===== src/rtl/weekday_table_gen_if.sv =====
// Write-side bundle between the weekday table generator and the weekday lookup BRAM.
// The generator drives the BRAM port and reports progress back to the requester.
interface weekday_table_gen_if #(
   parameter int ADDR_W = 12
);
   logic              start;
   logic              busy;
   logic              done;
   logic              wr_en;
   logic [ADDR_W-1:0] wr_addr;
   logic [3:0]        wr_data;

   modport master (
      input  start,
      output busy, done, wr_en, wr_addr, wr_data
   );

   modport slave (
      output start,
      input  busy, done, wr_en, wr_addr, wr_data
   );
endinterface


===== src/rtl/weekday_table_gen.sv =====
// Rebuilds the weekday-of-the-1st lookup table, one (year, month) entry per clock,
// walking the calendar incrementally so no multiply, divide or modulo is needed.
module weekday_table_gen #(
   parameter int BASE_YEAR  = 2000,
   parameter int BASE_WDAY  = 6,
   parameter int YEAR_COUNT = 341,
   parameter int ADDR_W     = 12
) (
   input logic                    clk,
   input logic                    rst_n,
   weekday_table_gen_if.master    bus
);

   localparam logic [ADDR_W-1:0] LAST_ADDR = ADDR_W'(YEAR_COUNT * 12 - 1);
   localparam logic [2:0]        WDAY_INIT = 3'(BASE_WDAY);
   localparam logic [1:0]        C4_INIT   = 2'(BASE_YEAR % 4);
   localparam logic [6:0]        C100_INIT = 7'(BASE_YEAR % 100);
   localparam logic [8:0]        C400_INIT = 9'(BASE_YEAR % 400);

   typedef enum logic [1:0] {
      S_IDLE = 2'd0,
      S_RUN  = 2'd1,
      S_DONE = 2'd2
   } state_t;

   state_t            r_state, w_state_nxt;
   logic              r_busy, w_busy_nxt;
   logic              r_done, w_done_nxt;
   logic              r_wr_en, w_wr_en_nxt;
   logic [ADDR_W-1:0] r_addr, w_addr_nxt;
   logic [2:0]        r_wday, w_wday_nxt;
   logic [3:0]        r_month, w_month_nxt;
   logic [1:0]        r_c4, w_c4_nxt;
   logic [6:0]        r_c100, w_c100_nxt;
   logic [8:0]        r_c400, w_c400_nxt;
   logic              w_leap;

   // Days in the month reduced mod 7: the weekday shift from this 1st to the next.
   function automatic logic [1:0] dim_mod7(input logic [3:0] month, input logic leap);
      logic [1:0] shift;
      case (month)
         4'd2:                    shift = leap ? 2'd1 : 2'd0;
         4'd4, 4'd6, 4'd9, 4'd11: shift = 2'd2;
         default:                 shift = 2'd3;
      endcase
      return shift;
   endfunction

   function automatic logic [2:0] wday_add(input logic [2:0] wday, input logic [1:0] inc);
      logic [3:0] sum;
      sum = {1'b0, wday} + {2'b00, inc};
      if (sum >= 4'd7) sum = sum - 4'd7;
      return sum[2:0];
   endfunction

   assign w_leap = ((r_c4 == 2'd0) && (r_c100 != 7'd0)) || (r_c400 == 9'd0);

   always_comb begin
      w_state_nxt = r_state;
      w_busy_nxt  = r_busy;
      w_done_nxt  = 1'b0;
      w_wr_en_nxt = r_wr_en;
      w_addr_nxt  = r_addr;
      w_wday_nxt  = r_wday;
      w_month_nxt = r_month;
      w_c4_nxt    = r_c4;
      w_c100_nxt  = r_c100;
      w_c400_nxt  = r_c400;

      case (r_state)
         S_IDLE: begin
            if (bus.start) begin
               w_state_nxt = S_RUN;
               w_busy_nxt  = 1'b1;
               w_wr_en_nxt = 1'b1;
               w_addr_nxt  = '0;
               w_wday_nxt  = WDAY_INIT;
               w_month_nxt = 4'd1;
               w_c4_nxt    = C4_INIT;
               w_c100_nxt  = C100_INIT;
               w_c400_nxt  = C400_INIT;
            end
         end
         S_RUN: begin
            if (r_addr == LAST_ADDR) begin
               w_state_nxt = S_DONE;
               w_busy_nxt  = 1'b0;
               w_wr_en_nxt = 1'b0;
               w_done_nxt  = 1'b1;
            end else begin
               w_addr_nxt = r_addr + ADDR_W'(1);
               w_wday_nxt = wday_add(r_wday, dim_mod7(r_month, w_leap));
               if (r_month == 4'd12) begin
                  // Year rollover: leap counters track the year of the next entry.
                  w_month_nxt = 4'd1;
                  w_c4_nxt    = (r_c4 == 2'd3)     ? 2'd0 : r_c4 + 2'd1;
                  w_c100_nxt  = (r_c100 == 7'd99)  ? 7'd0 : r_c100 + 7'd1;
                  w_c400_nxt  = (r_c400 == 9'd399) ? 9'd0 : r_c400 + 9'd1;
               end else begin
                  w_month_nxt = r_month + 4'd1;
               end
            end
         end
         S_DONE: begin
            w_state_nxt = S_IDLE;
         end
         default: begin
            w_state_nxt = S_IDLE;
            w_busy_nxt  = 1'b0;
            w_wr_en_nxt = 1'b0;
         end
      endcase
   end

   always_ff @(posedge clk) begin
      if (!rst_n) begin
         r_state <= S_IDLE;
         r_busy  <= 1'b0;
         r_done  <= 1'b0;
         r_wr_en <= 1'b0;
         r_addr  <= '0;
         r_wday  <= 3'd0;
         r_month <= 4'd1;
         r_c4    <= 2'd0;
         r_c100  <= 7'd0;
         r_c400  <= 9'd0;
      end else begin
         r_state <= w_state_nxt;
         r_busy  <= w_busy_nxt;
         r_done  <= w_done_nxt;
         r_wr_en <= w_wr_en_nxt;
         r_addr  <= w_addr_nxt;
         r_wday  <= w_wday_nxt;
         r_month <= w_month_nxt;
         r_c4    <= w_c4_nxt;
         r_c100  <= w_c100_nxt;
         r_c400  <= w_c400_nxt;
      end
   end

   assign bus.busy    = r_busy;
   assign bus.done    = r_done;
   assign bus.wr_en   = r_wr_en;
   assign bus.wr_addr = r_addr;
   assign bus.wr_data = {1'b0, r_wday};

endmodule


===== src/flat_wrapper.sv =====
// flat-port wrapper written by rule: the top's interface ports become plain ports
module weekday_table_gen_flat 
#(
   parameter int BASE_YEAR  = 2000,
   parameter int BASE_WDAY  = 6,
   parameter int YEAR_COUNT = 341,
   parameter int ADDR_W     = 12
)
  (clk, rst_n, bus_start, bus_busy, bus_done, bus_wr_en, bus_wr_addr, bus_wr_data);
  weekday_table_gen_if #(.ADDR_W(ADDR_W)) bus_i ();
  input logic clk;
  input logic rst_n;
  input wire logic [$bits(bus_i.start)-1:0] bus_start;
  output wire logic [$bits(bus_i.busy)-1:0] bus_busy;
  output wire logic [$bits(bus_i.done)-1:0] bus_done;
  output wire logic [$bits(bus_i.wr_en)-1:0] bus_wr_en;
  output wire logic [$bits(bus_i.wr_addr)-1:0] bus_wr_addr;
  output wire logic [$bits(bus_i.wr_data)-1:0] bus_wr_data;
  assign bus_i.start = bus_start;
  assign bus_busy = bus_i.busy;
  assign bus_done = bus_i.done;
  assign bus_wr_en = bus_i.wr_en;
  assign bus_wr_addr = bus_i.wr_addr;
  assign bus_wr_data = bus_i.wr_data;
  weekday_table_gen #(.BASE_YEAR(BASE_YEAR), .BASE_WDAY(BASE_WDAY), .YEAR_COUNT(YEAR_COUNT), .ADDR_W(ADDR_W)) u_core (.clk(clk), .rst_n(rst_n), .bus(bus_i));
endmodule

===== config.mk =====
export PLATFORM = sky130hd
export DESIGN_NAME = weekday_table_gen_flat
export DESIGN_NICKNAME = d
export VERILOG_FILES = /design/src/rtl/weekday_table_gen_if.sv /design/src/rtl/weekday_table_gen.sv /design/src/flat_wrapper.sv
export SDC_FILE = /design/constraint.sdc
export NUM_CORES = 1
export LEC_CHECK = 0
export ABC_AREA = 0
export BUFFER_PORTS_ARGS = -buffer_cell sky130_fd_sc_hd__buf_2
export CELL_PAD_IN_SITES_DETAIL_PLACEMENT = 1
export CELL_PAD_IN_SITES_GLOBAL_PLACEMENT = 2
export CORE_MARGIN = 4
export CORE_UTILIZATION = 36
export CTS_CLUSTER_SIZE = 30
export DETAILED_ROUTE_END_ITERATION = 10
export HOLD_SLACK_MARGIN = 0.1
export PLACE_DENSITY_LB_ADDON = 0.1
export SETUP_SLACK_MARGIN = 0.3
export SYNTH_ARGS = -nofsm -noshare
export SYNTH_HDL_FRONTEND = slang
export SYNTH_SLANG_ARGS = --single-unit

===== constraint.sdc =====
create_clock -name clk -period 3.65 [get_ports clk]
set_input_delay 0.5475 -clock clk [delete_from_list [all_inputs] [get_ports clk]]
set_output_delay 0.5475 -clock clk [all_outputs]
set_load 0.02 [all_outputs]

==> results.yml <==
layout:
  fin_nets: 318
  n_antenna_cell: 0
  area_delta_synth_final_pct: 10.1
  fillCellCount: 773
  drive_above_1_share_pct: 12.0
power_and_ir_drop:
  p_leak_nw: 0.915
  irDropWorstVdd_mv: 0.153
  p_per_area_nw_per_um2: 353
  power_mw: 0.913
floorplan:
  die_y_um: 88.8
  die-area_um2: 7890
  start_util_pct: 37.0
  coreArea_um2: 6350
  rows: 29
  io_pins: 22
  die_x_um: 88.8
route:
  first_iter_violations: 82
  final_antenna_net_count: 0
  via_per_inst: 5.81
  vias: 2190
  drc: 0
  wire_per_inst_um: 16.7
  firstDrtPassIters: 4
  wl_um: 6290
global_route:
  grt_usage_pct: 17.9
  grt_pass1_vias: 2218
  grt_pass1_wl_um: 11100
  gr-total-overflow: 0
  antenna_found_initial: 0
  grt_max_degree: 16
worst_hold_path:
  holdCritPathClass: "reg2reg"
  whs_path_depth: 1
logic_synthesis:
  synth_seq_cells: 41
  synthFlopType: "dfxtp_1"
  synth.top_cell.area_share_pct: 34.9
  synthTopCellsByCount: "dfxtp_1, nor2_1, nand3_1"
  syn_area_um2: 2350
  synthArstFlopShare_pct: 0
  yosys-top-cells-area: "dfxtp_1, ha_1, nand3_1, a21oi_1, o211ai_1"
  synth_top_cell_by_area: "dfxtp_1"
  synth_most_common_cell: "dfxtp_1"
  synth_nets: 300
  yosysSeqAreaShare_pct: 34.9
  syn_area_per_cell_um2: 8.34
  synth_warnings: 0
  synth-edff-count: 0
  synth.distinct_cells: 54
  synthCells: 282
critical_path:
  cp-end-kind: "flip-flop"
  arrival_ps: 3020
  reg2reg_depth: 11
  required_ps: 3800
  critPathKind: "reg2reg"
  start_kind: "flip-flop"
  cp_max_fo: 6
sta:
  fin_skew_ps: 2.83
  setup_ws_ps: 789
  tns_ps: 0
  slew_viol_final: 0
  setup_violations: 0
  finalHoldViolCount: 0
  relSlewSlack_pct: 51.3
  fin_crit_sh_pct: 78.4
  rsz0062_at_grt: "false"
  worst_pin_slew_ps: 728
  layout_min_cycle_time_ps: 2860
  max_freq_ghz: 0.350
place:
  io_buffer_count: 20
  gp_congestion: 0.795
  dpl.hpwl_um: 4620
  place_ws_ps: 773
cts:
  cts_setup_buffers: 0
  cts-htree-levels: 2
  cts_buffers: 5
  clk_latency_ps: 290
  cts_tree: "yes"
  clk_pin_slew_ps: 80
  clockBufferDepth: 2
  root_buffer: "clkbuf_8"
  cts.sinks: 41
  cts_hold_buf: 0
  cts_resized: 0
status:
  status: "complete, no violations"
flow_run:
  maxCapViolations: 0
-- placed cells by master (no fill, tap or decap), types with 2 or more instances in the layout --
cell	n
buf_2	20
nor4_1	4
or4_1	3
o31ai_1	5
xnor2_1	8
nand4b_1	2
nand4_1	13
nor2_1	23
nor3_1	11
nand3b_1	3
o21ai_0	8
o211ai_1	12
a21oi_1	19
nand2_1	16
dfxtp_1	41
ha_1	14
nand3_1	21
nand2b_1	4
o21a_1	3
a31oi_1	14
clkbuf_8	6
and3_1	4
or3b_2	2
inv_1	12
a41oi_1	2
-- kinds of logic (layout without fill, tap and decap cells) --
group / Yosys count / in the layout / share of synthesized area (%)
fa+ha+maj: 15 / 15 / 8.30
other cells: 1 / 1 / 0.160
xor+xnor: 9 / 9 / 3.35
buf+inv: 22 / 40 / 4.15
simple gates: 119 / 119 / 28.0
compound gates: 74 / 74 / 20.7
mux: 1 / 1 / 0.426
flops: 41 / 41 / 34.9
-- final timing paths --
kind,start,endpoint,slack [ps]
max,u_core.r_c100[2],u_core.r_wday[1],790
min reg2reg,u_core.r_c100[6],u_core.r_c100[6],500
max reg2reg,u_core.r_c100[2],u_core.r_wday[1],790
min,u_core.r_c100[6],u_core.r_c100[6],500
-- sequential cells by signal (all words and copies together) (netlist names) --
| name | count |
|---|---|
| u_core.bus.done | 1 |
| u_core.bus.wr_addr | 12 |
| u_core.r_month | 4 |
| u_core.r_state | 2 |
| u_core.r_c400 | 9 |
| u_core.r_c100 | 7 |
| u_core.r_wday | 3 |
| u_core.bus.busy | 1 |
| u_core.r_c4 | 2 |
-- cell type report --
class                   count  area, µm²  share of cell area (%)
clock buffers               7       86.3                    3.33
inverters                  12       45.0                    1.74
multi-input cells         219       1430                    55.3
flip-flops and latches     41        821                    31.7
well taps                  77       96.3                    3.72
repair buffers             21        108                    4.16
-- routing by layer --
| layer | up-vias | global-route usage [%] | wire length [µm] |
|---|---|---|---|
| li1 | 1098 | - | - |
| met1 | 1067 | 25.5 | 3120 |
| met2 | 18 | 27.9 | 2970 |
| met3 | 7 | 2.79 | 115 |
| met4 | 0 | 4.81 | 93 |
| met5 | - | 0 | 0 |
-- stage by stage --
step | util [%] | instances | hold slack [ps] | instance area (µm²)
after floorplan | - | 282 | 452 | 2350
after global placement | 39.4 | 370 | 479 | 2500
after detailed placement | 39.4 | 370 | 493 | 2500
after CTS | 40.8 | 377 | 505 | 2590
after global routing | 40.8 | 377 | 535 | 2590
final | 40.8 | 377 | 499 | 2590
-- power breakdown --
group,switching [mW],leakage [nW],internal [mW]
Combinational,0.0832,0.539,0.0460
Clock,0.163,0.0443,0.150
Sequential,0.0131,0.332,0.457
-- worst max-delay path, stage by stage (launching register included) --
cell and delay (ps):
dfxtp_1 360, nor3_1 260, nand3_1 140, a32oi_1 200, a31oi_1 120, ha_1 220
fa_1 510, ha_1 240, nand2b_1 80, a31oi_1 280, mux2i_1 230, a21oi_1 80
No activity file was read; power rests on OpenSTA's default activity.
